===== src/rtl/assist_pi_sequencer.sv =====
// Heart-rate PI assistance sequencer with tilt, brake and cadence-stall interlocks.
// Define ASSIST_RAMP_LIMIT_EN to slew-limit the output by RAMP_STEP per update.
module assist_pi_sequencer #(
    parameter int unsigned KP          = 2,
    parameter int unsigned KI          = 1,
    parameter int unsigned I_SHIFT     = 2,
    parameter int unsigned INT_LIMIT   = 2000,
    parameter int unsigned TILT_LIMIT  = 128,
    parameter int unsigned CAD_TIMEOUT = 50000000,
    parameter int unsigned RAMP_STEP   = 16
) (
    input  logic              clk,
    input  logic              rst_n,
    input  logic              hr_valid,
    input  logic [7:0]        HeartRate,
    input  logic [7:0]        HeartRateSetPoint,
    input  logic signed [9:0] resolvedRoll,
    input  logic signed [9:0] resolvedPitch,
    input  logic              cadence,
    input  logic              brake,
    output logic signed [9:0] AssistanceRequirement,
    output logic              out_valid,
    output logic              busy,
    output logic              fault,
    output logic              stalled
);
    localparam int unsigned CW = $clog2(CAD_TIMEOUT + 1);
`ifdef ASSIST_RAMP_LIMIT_EN
    localparam bit RAMP_EN = 1'b1;
`else
    localparam bit RAMP_EN = 1'b0;
`endif
    localparam logic signed [16:0] ILIM  = 17'(INT_LIMIT);
    localparam logic signed [19:0] KP_S  = 20'(KP);
    localparam logic signed [19:0] KI_S  = 20'(KI);
    localparam logic [10:0]        TLIM  = 11'(TILT_LIMIT);
    localparam logic signed [10:0] RSTEP = 11'(RAMP_STEP);

    typedef enum logic [2:0] {IDLE, SAMPLE, ERR, INTEG, SUM, SAT} state_t;

    state_t             state, state_d;
    logic [7:0]         hr_q, sp_q, hr_d, sp_d;
    logic signed [8:0]  err_q, err_d, err_calc;
    logic signed [15:0] integ, integ_d, integ_clamp;
    logic signed [16:0] integ_sum;
    logic signed [19:0] sum_q, sum_d, p_term, i_prod, i_term, sum_calc;
    logic signed [9:0]  sat_val, ramp_val, out_calc, out_d;
    logic signed [10:0] delta;
    logic               valid_d, fault_d;
    logic signed [10:0] roll_x, pitch_x;
    logic [10:0]        roll_mag, pitch_mag;
    logic               tilt;
    logic [2:0]         cad_s;
    logic               cad_rise;
    logic [CW-1:0]      cad_cnt;

    // Angle magnitudes widened so that -512 maps to +512.
    assign roll_x    = {resolvedRoll[9], resolvedRoll};
    assign pitch_x   = {resolvedPitch[9], resolvedPitch};
    assign roll_mag  = roll_x[10]  ? 11'(-roll_x)  : 11'(roll_x);
    assign pitch_mag = pitch_x[10] ? 11'(-pitch_x) : 11'(pitch_x);
    assign tilt      = (roll_mag > TLIM) || (pitch_mag > TLIM);

    // PI arithmetic; each stage reads the register written on entry to the current state.
    assign err_calc  = $signed({1'b0, hr_q}) - $signed({1'b0, sp_q});
    assign integ_sum = $signed({integ[15], integ}) + $signed({{8{err_q[8]}}, err_q});
    assign p_term    = KP_S * $signed({{11{err_q[8]}}, err_q});
    assign i_prod    = KI_S * $signed({{4{integ[15]}}, integ});
    assign i_term    = i_prod >>> I_SHIFT;
    assign sum_calc  = p_term + i_term;

    always_comb begin
        if (integ_sum > ILIM)
            integ_clamp = 16'(ILIM);
        else if (integ_sum < -ILIM)
            integ_clamp = 16'(-ILIM);
        else
            integ_clamp = integ_sum[15:0];
    end

    always_comb begin
        if (sum_q < 20'sd0)
            sat_val = 10'sd0;
        else if (sum_q > 20'sd511)
            sat_val = 10'sd511;
        else
            sat_val = $signed(sum_q[9:0]);
    end

    assign delta = {sat_val[9], sat_val} - {AssistanceRequirement[9], AssistanceRequirement};

    always_comb begin
        if (delta > RSTEP)
            ramp_val = AssistanceRequirement + 10'(RSTEP);
        else if (delta < -RSTEP)
            ramp_val = AssistanceRequirement - 10'(RSTEP);
        else
            ramp_val = sat_val;
    end

    assign out_calc = RAMP_EN ? ramp_val : sat_val;

    // Next state and datapath; interlocks override in priority order tilt > stall > brake.
    always_comb begin
        state_d = state;
        hr_d    = hr_q;
        sp_d    = sp_q;
        err_d   = err_q;
        integ_d = integ;
        sum_d   = sum_q;
        out_d   = AssistanceRequirement;
        valid_d = 1'b0;
        fault_d = fault;
        case (state)
            IDLE: begin
                if (hr_valid) begin
                    hr_d    = HeartRate;
                    sp_d    = HeartRateSetPoint;
                    fault_d = 1'b0;
                    state_d = SAMPLE;
                end
            end
            SAMPLE: begin
                err_d   = err_calc;
                state_d = ERR;
            end
            ERR: begin
                if (!brake)
                    integ_d = integ_clamp;
                state_d = INTEG;
            end
            INTEG: begin
                sum_d   = sum_calc;
                state_d = SUM;
            end
            SUM: begin
                out_d   = out_calc;
                valid_d = 1'b1;
                state_d = SAT;
            end
            SAT:     state_d = IDLE;
            default: state_d = IDLE;
        endcase
        if (brake)
            out_d = '0;
        if (stalled) begin
            out_d   = '0;
            integ_d = '0;
        end
        if (tilt) begin
            fault_d = 1'b1;
            out_d   = '0;
            integ_d = '0;
            valid_d = 1'b0;
            state_d = IDLE;
        end
    end

    always_ff @(posedge clk or negedge rst_n) begin
        if (!rst_n)
            state <= IDLE;
        else
            state <= state_d;
    end

    always_ff @(posedge clk or negedge rst_n) begin
        if (!rst_n) begin
            hr_q                  <= '0;
            sp_q                  <= '0;
            err_q                 <= '0;
            integ                 <= '0;
            sum_q                 <= '0;
            AssistanceRequirement <= '0;
            out_valid             <= 1'b0;
            busy                  <= 1'b0;
            fault                 <= 1'b0;
        end else begin
            hr_q                  <= hr_d;
            sp_q                  <= sp_d;
            err_q                 <= err_d;
            integ                 <= integ_d;
            sum_q                 <= sum_d;
            AssistanceRequirement <= out_d;
            out_valid             <= valid_d;
            busy                  <= (state_d != IDLE);
            fault                 <= fault_d;
        end
    end

    // Cadence synchroniser and saturating stall counter.
    assign cad_rise = cad_s[1] & ~cad_s[2];

    always_ff @(posedge clk or negedge rst_n) begin
        if (!rst_n) begin
            cad_s   <= '0;
            cad_cnt <= '0;
            stalled <= 1'b1;
        end else begin
            cad_s <= {cad_s[1:0], cadence};
            if (cad_rise) begin
                cad_cnt <= '0;
                stalled <= 1'b0;
            end else if (cad_cnt != CW'(CAD_TIMEOUT)) begin
                cad_cnt <= cad_cnt + CW'(1);
            end else begin
                stalled <= 1'b1;
            end
        end
    end
endmodule


===== config.mk =====
export PLATFORM = sky130hd
export DESIGN_NAME = assist_pi_sequencer
export DESIGN_NICKNAME = d
export VERILOG_FILES = /design/src/rtl/assist_pi_sequencer.sv
export SDC_FILE = /design/constraint.sdc
export NUM_CORES = 1
export LEC_CHECK = 0
export CAP_MARGIN = 15
export CORE_MARGIN = 4
export CORE_UTILIZATION = 54
export CTS_BUF_LIST = sky130_fd_sc_hd__clkbuf_2
export DETAILED_ROUTE_END_ITERATION = 6
export PLACE_DENSITY_LB_ADDON = 0.12
export SLEW_MARGIN = 20
export SYNTH_ARGS = -nofsm -noshare
export SYNTH_HDL_FRONTEND = slang
export SYNTH_SLANG_ARGS = --single-unit

===== constraint.sdc =====
create_clock -name clk -period 2.78 [get_ports clk]
set_clock_uncertainty 0.05 [all_clocks]
set_input_delay 0.834 -clock clk [delete_from_list [all_inputs] [get_ports clk]]
set_output_delay 0.834 -clock clk [all_outputs]
set_load 0.05 [all_outputs]

==> results.tsv, run 1 <==
stage	metric	value	unit
timing	tightest_slew	515	ps
final_layout	final_cell_mix	buf_4 (104), dfrtp_1 (101), nand2_1 (87)	
timing	fin_tns_setup	-4240	ps
detailed_routing	drc_errors	0	
logic_synthesis	syn_nets	743	
pwr	p_seq_frac	0.413	
clock_tree	clk_latency	580	ps
timing	hold_viol_final	0	
floorplan	die_x	114	um
worst_setup_path	path_cells	ha_2 > inv_2 > fa_2 > nand2b_4 > a211oi_4 > buf_4 > o211a_1 > nor2_2 > a211o_1 > or4_4 > nand4_1 > a21oi_2 > a221o_1	
place	hpwl	11.2	mm
logic_synthesis	synth-main-ff-cell	dfrtp_1	
logic_synthesis	synth.distinct_cells	65	
worst_setup_path	critPathKind	flip-flop to flip-flop	
grt	grt_pass1_vias	5435	
final_layout	antennaDiodeCount	0	
final_layout	fin_nets	898	
floorplan	io_pins	55	
logic_synthesis	netlist_instances	663	
logic_synthesis	syn_area_per_cell	9.22	um2
pwr	switchingPower	1.52	mW
pwr	peakVddDrop	0.000444	V
timing	maxSlewHeadroom	0.656	
final_layout	nFillCells	848	
grt	grt_usage	0.232	
detailed_routing	top_layer_used	met4	
timing	fin_crit	3130	ps
timing	slew_viol_final	0	
detailed_routing	wl_per_cell	15.6	um
flow_run	cap_violations	0	
worst_setup_path	critPathMaxStageDelay	430	ps
grt	grt_first_pass_wirelength	24.7	mm
pwr	internal_power	2.57	mW
worst_setup_path	critPathLaunchType	flip-flop	
detailed_routing	dr_wl_met3	642	um
place	dpl.cell_count	934	
logic_synthesis	synth_warnings	0	
grt	antenna_found_initial	0	
clock_tree	cts_buffers	9	
detailed_routing	num_vias	5401	
logic_synthesis	syn_area	6110	um2
detailed_routing	wirelength	15.0	mm
timing	rsz0062_at_grt	yes	
pwr	pwr-share-comb	0.431	
worst_setup_path	crit_path_max_fanout	5	
detailed_routing	drt-met1-wl	6.62	mm
floorplan	rows	38	
worst_setup_path	crit_slowest_cell	dfrtp_1	
floorplan	core-area	10900	um2
pwr	power_leakage	3.90	nW
floorplan	die-area	13100	um2
detailed_routing	firstDrtPassIters	5	
logic_synthesis	yosysSeqAreaShare	0.418	
place	routabilityCongestion	0.937	
final_layout	area_growth	30.6	%
worst_setup_path	worst_ep_arrival_time	3590	ps
worst_setup_path	end_kind	flip-flop	
clock_tree	hold_buffers	0	
clock_tree	clk_pin_slew_worst_paths	280	ps
pwr	pwr_density_cell	513	nW/um2
pwr	swShare	0.371	
timing	fin_crit_sh	1.12	
final_layout	drive_gt1_frac	0.256	
pwr	clkPwrFrac	0.155	
grt	grt_max_degree	45	
floorplan	die_h	114	um
floorplan	start_util	0.559	
place	port_buffers	54	
worst_setup_path	ff2ff_path_depth	13	
logic_synthesis	synth_enable_flop_cells	0	
detailed_routing	drt_iter0_markers	332	
logic_synthesis	synth_seq_cells	102	
place	dp_slack	-1110	ps
clock_tree	cts_root_buf	clkbuf_2	
timing	fmax	320	MHz
logic_synthesis	async_flop_share	1.00	
final_layout	stdcell_count	963	
status	violations	negative setup slack	
grt	grt.overflow.total	0	
status	status	finished, violations left	
clock_tree	cts_tree	yes	
detailed_routing	dr_wl_met2	7.52	mm
timing	finalWorstSetupSlack	-347	ps
detailed_routing	ant_nets	0	
timing	hold_slack	95.9	ps
worst_setup_path	cp.required	3240	ps
clock_tree	cts.sinks	102	
clock_tree	ctsHtreeMaxLevel	3	
timing	setup_viol	20	
clock_tree	clk_path_buf_depth	2	
final_layout	mostFrequentLayoutCell	buf_4	
detailed_routing	via_per_inst	5.61	
min_path	hold_path_class	primary input to asynchronous set/reset pin	
-- synthesized netlist by cell type (all sizes together), types with 3 or more instances --
cell type	number	share of area
xnor2	18	0.026
ha	36	0.074
nor2	66	0.042
mux2	7	0.013
a21o	14	0.017
o21a	4	0.0049
and2	8	0.0082
nand2	89	0.055
o2111ai	3	0.0043
buf	4	0.0057
dfrtp	101	0.41
o211ai	6	0.0074
nand3	18	0.015
inv	34	0.021
or4	5	0.0074
clkbuf	17	0.010
a221o	5	0.0082
a31oi	3	0.0031
a41oi	3	0.0043
or3	4	0.0041
xor2	31	0.044
a21oi	26	0.021
o41ai	3	0.0086
nand2b	4	0.0041
nand4	9	0.0092
a211oi	6	0.0074
and3	9	0.0092
o31ai	10	0.012
nor2b	11	0.011
nor4b	7	0.011
fa	3	0.0098
nor3	12	0.011
o21ai	58	0.053
-- cell type report --
type / instances / area (um2) / share of cell area
clock inverters: 7 / 47.5 / 0.00596
flip-flops and latches: 102 / 2550 / 0.320
clock buffers: 9 / 45.0 / 0.00564
well taps: 140 / 175 / 0.0219
multi-input cells: 506 / 3620 / 0.454
inverters: 34 / 128 / 0.0160
repair buffers: 165 / 1410 / 0.177
-- registers in the layout, indices dropped and copies added, names as in the netlist --
register,count
cad_cnt,26
integ,16
sum_q,15
AssistanceRequirement,10
err_q,9
hr_q,8
sp_q,8
cad_s,3
state,3
busy,1
fault,1
out_valid,1
stalled,1
-- power groups by stage --
stage                     clock [mW]  sequential (mW)  combinational (mW)
after global placement             0             1.71                1.52
after floorplan                    0             1.70               0.836
final                          0.636             1.69                1.77
after global routing           0.716             1.70                1.94
after detailed placement           0             1.72                1.57
after CTS                      0.655             1.69                1.66
-- per-stage QoR --
| step | instance area (um2) | power, mW | util |
|---|---|---|---|
| floorplan | 6110 | 2.54 | - |
| global placement | 7480 | 3.23 | 0.684 |
| detailed placement | 7480 | 3.28 | 0.684 |
| CTS | 7760 | 4.00 | 0.710 |
| global route | 7980 | 4.36 | 0.730 |
| finish | 7980 | 4.09 | 0.730 |
-- repair_timing --
| item | CTS | global route |
|---|---|---|
| setup buffers | 7 | 7 |
| cloned | 1 | 0 |
| resized for setup | 77 | 48 |
| pin swaps | 39 | 25 |
| setup endpoints to repair | 32 | 38 |
-- critical path, delay by kind of cell, from the launching register on --
| kind | cells | cell delay, ps |
|---|---|---|
| AO/OA/AOI/OAI | 5 | 1030 |
| AND/OR/NAND/NOR | 4 | 820 |
| adder cells (fa/ha/maj) | 2 | 550 |
| flip-flops | 1 | 430 |
| buffers and inverters | 2 | 200 |
-- path summary, 6_finish.rpt --
kind                            startpoint   endpoint  slack [ps]
worst max-delay path              integ[0]  integ[10]        -350
worst min-delay path                 rst_n  integ[12]         100
worst max register to register    integ[0]  integ[10]        -350
worst min register to register    cad_s[0]   cad_s[1]         340
max in group asynchronous            rst_n    hr_q[2]        1830
min in group clk                  cad_s[0]   cad_s[1]         340
-- kinds of logic after synthesis --
logic type,synth area share
AO/OA/AOI/OAI,0.172
XOR/XNOR,0.0702
buffers and inverters,0.0371
flip-flops,0.418
multiplexers,0.0162
AND/OR/NAND/NOR,0.203
adder cells (fa/ha/maj),0.0836
-- per-layer routing --
metal	track usage	up-vias
met5	0	-
met1	0.296	2618
met2	0.403	115
li1	-	2644
met3	0.0465	24
met4	0.0649	0
Power figures use the tool's default switching activity.
==> run 2: changes to the inputs <==
--- a/config.mk
+++ b/config.mk
@@ -9,6 +9,7 @@
 export CORE_MARGIN = 4
 export CORE_UTILIZATION = 54
 export CTS_BUF_LIST = sky130_fd_sc_hd__clkbuf_2
+export CTS_CLUSTER_SIZE = 40
 export DETAILED_ROUTE_END_ITERATION = 6
 export PLACE_DENSITY_LB_ADDON = 0.12
 export SLEW_MARGIN = 20
==> results of run 2 <==
The final DEF is identical to that of run 1; final timing and power are the same.
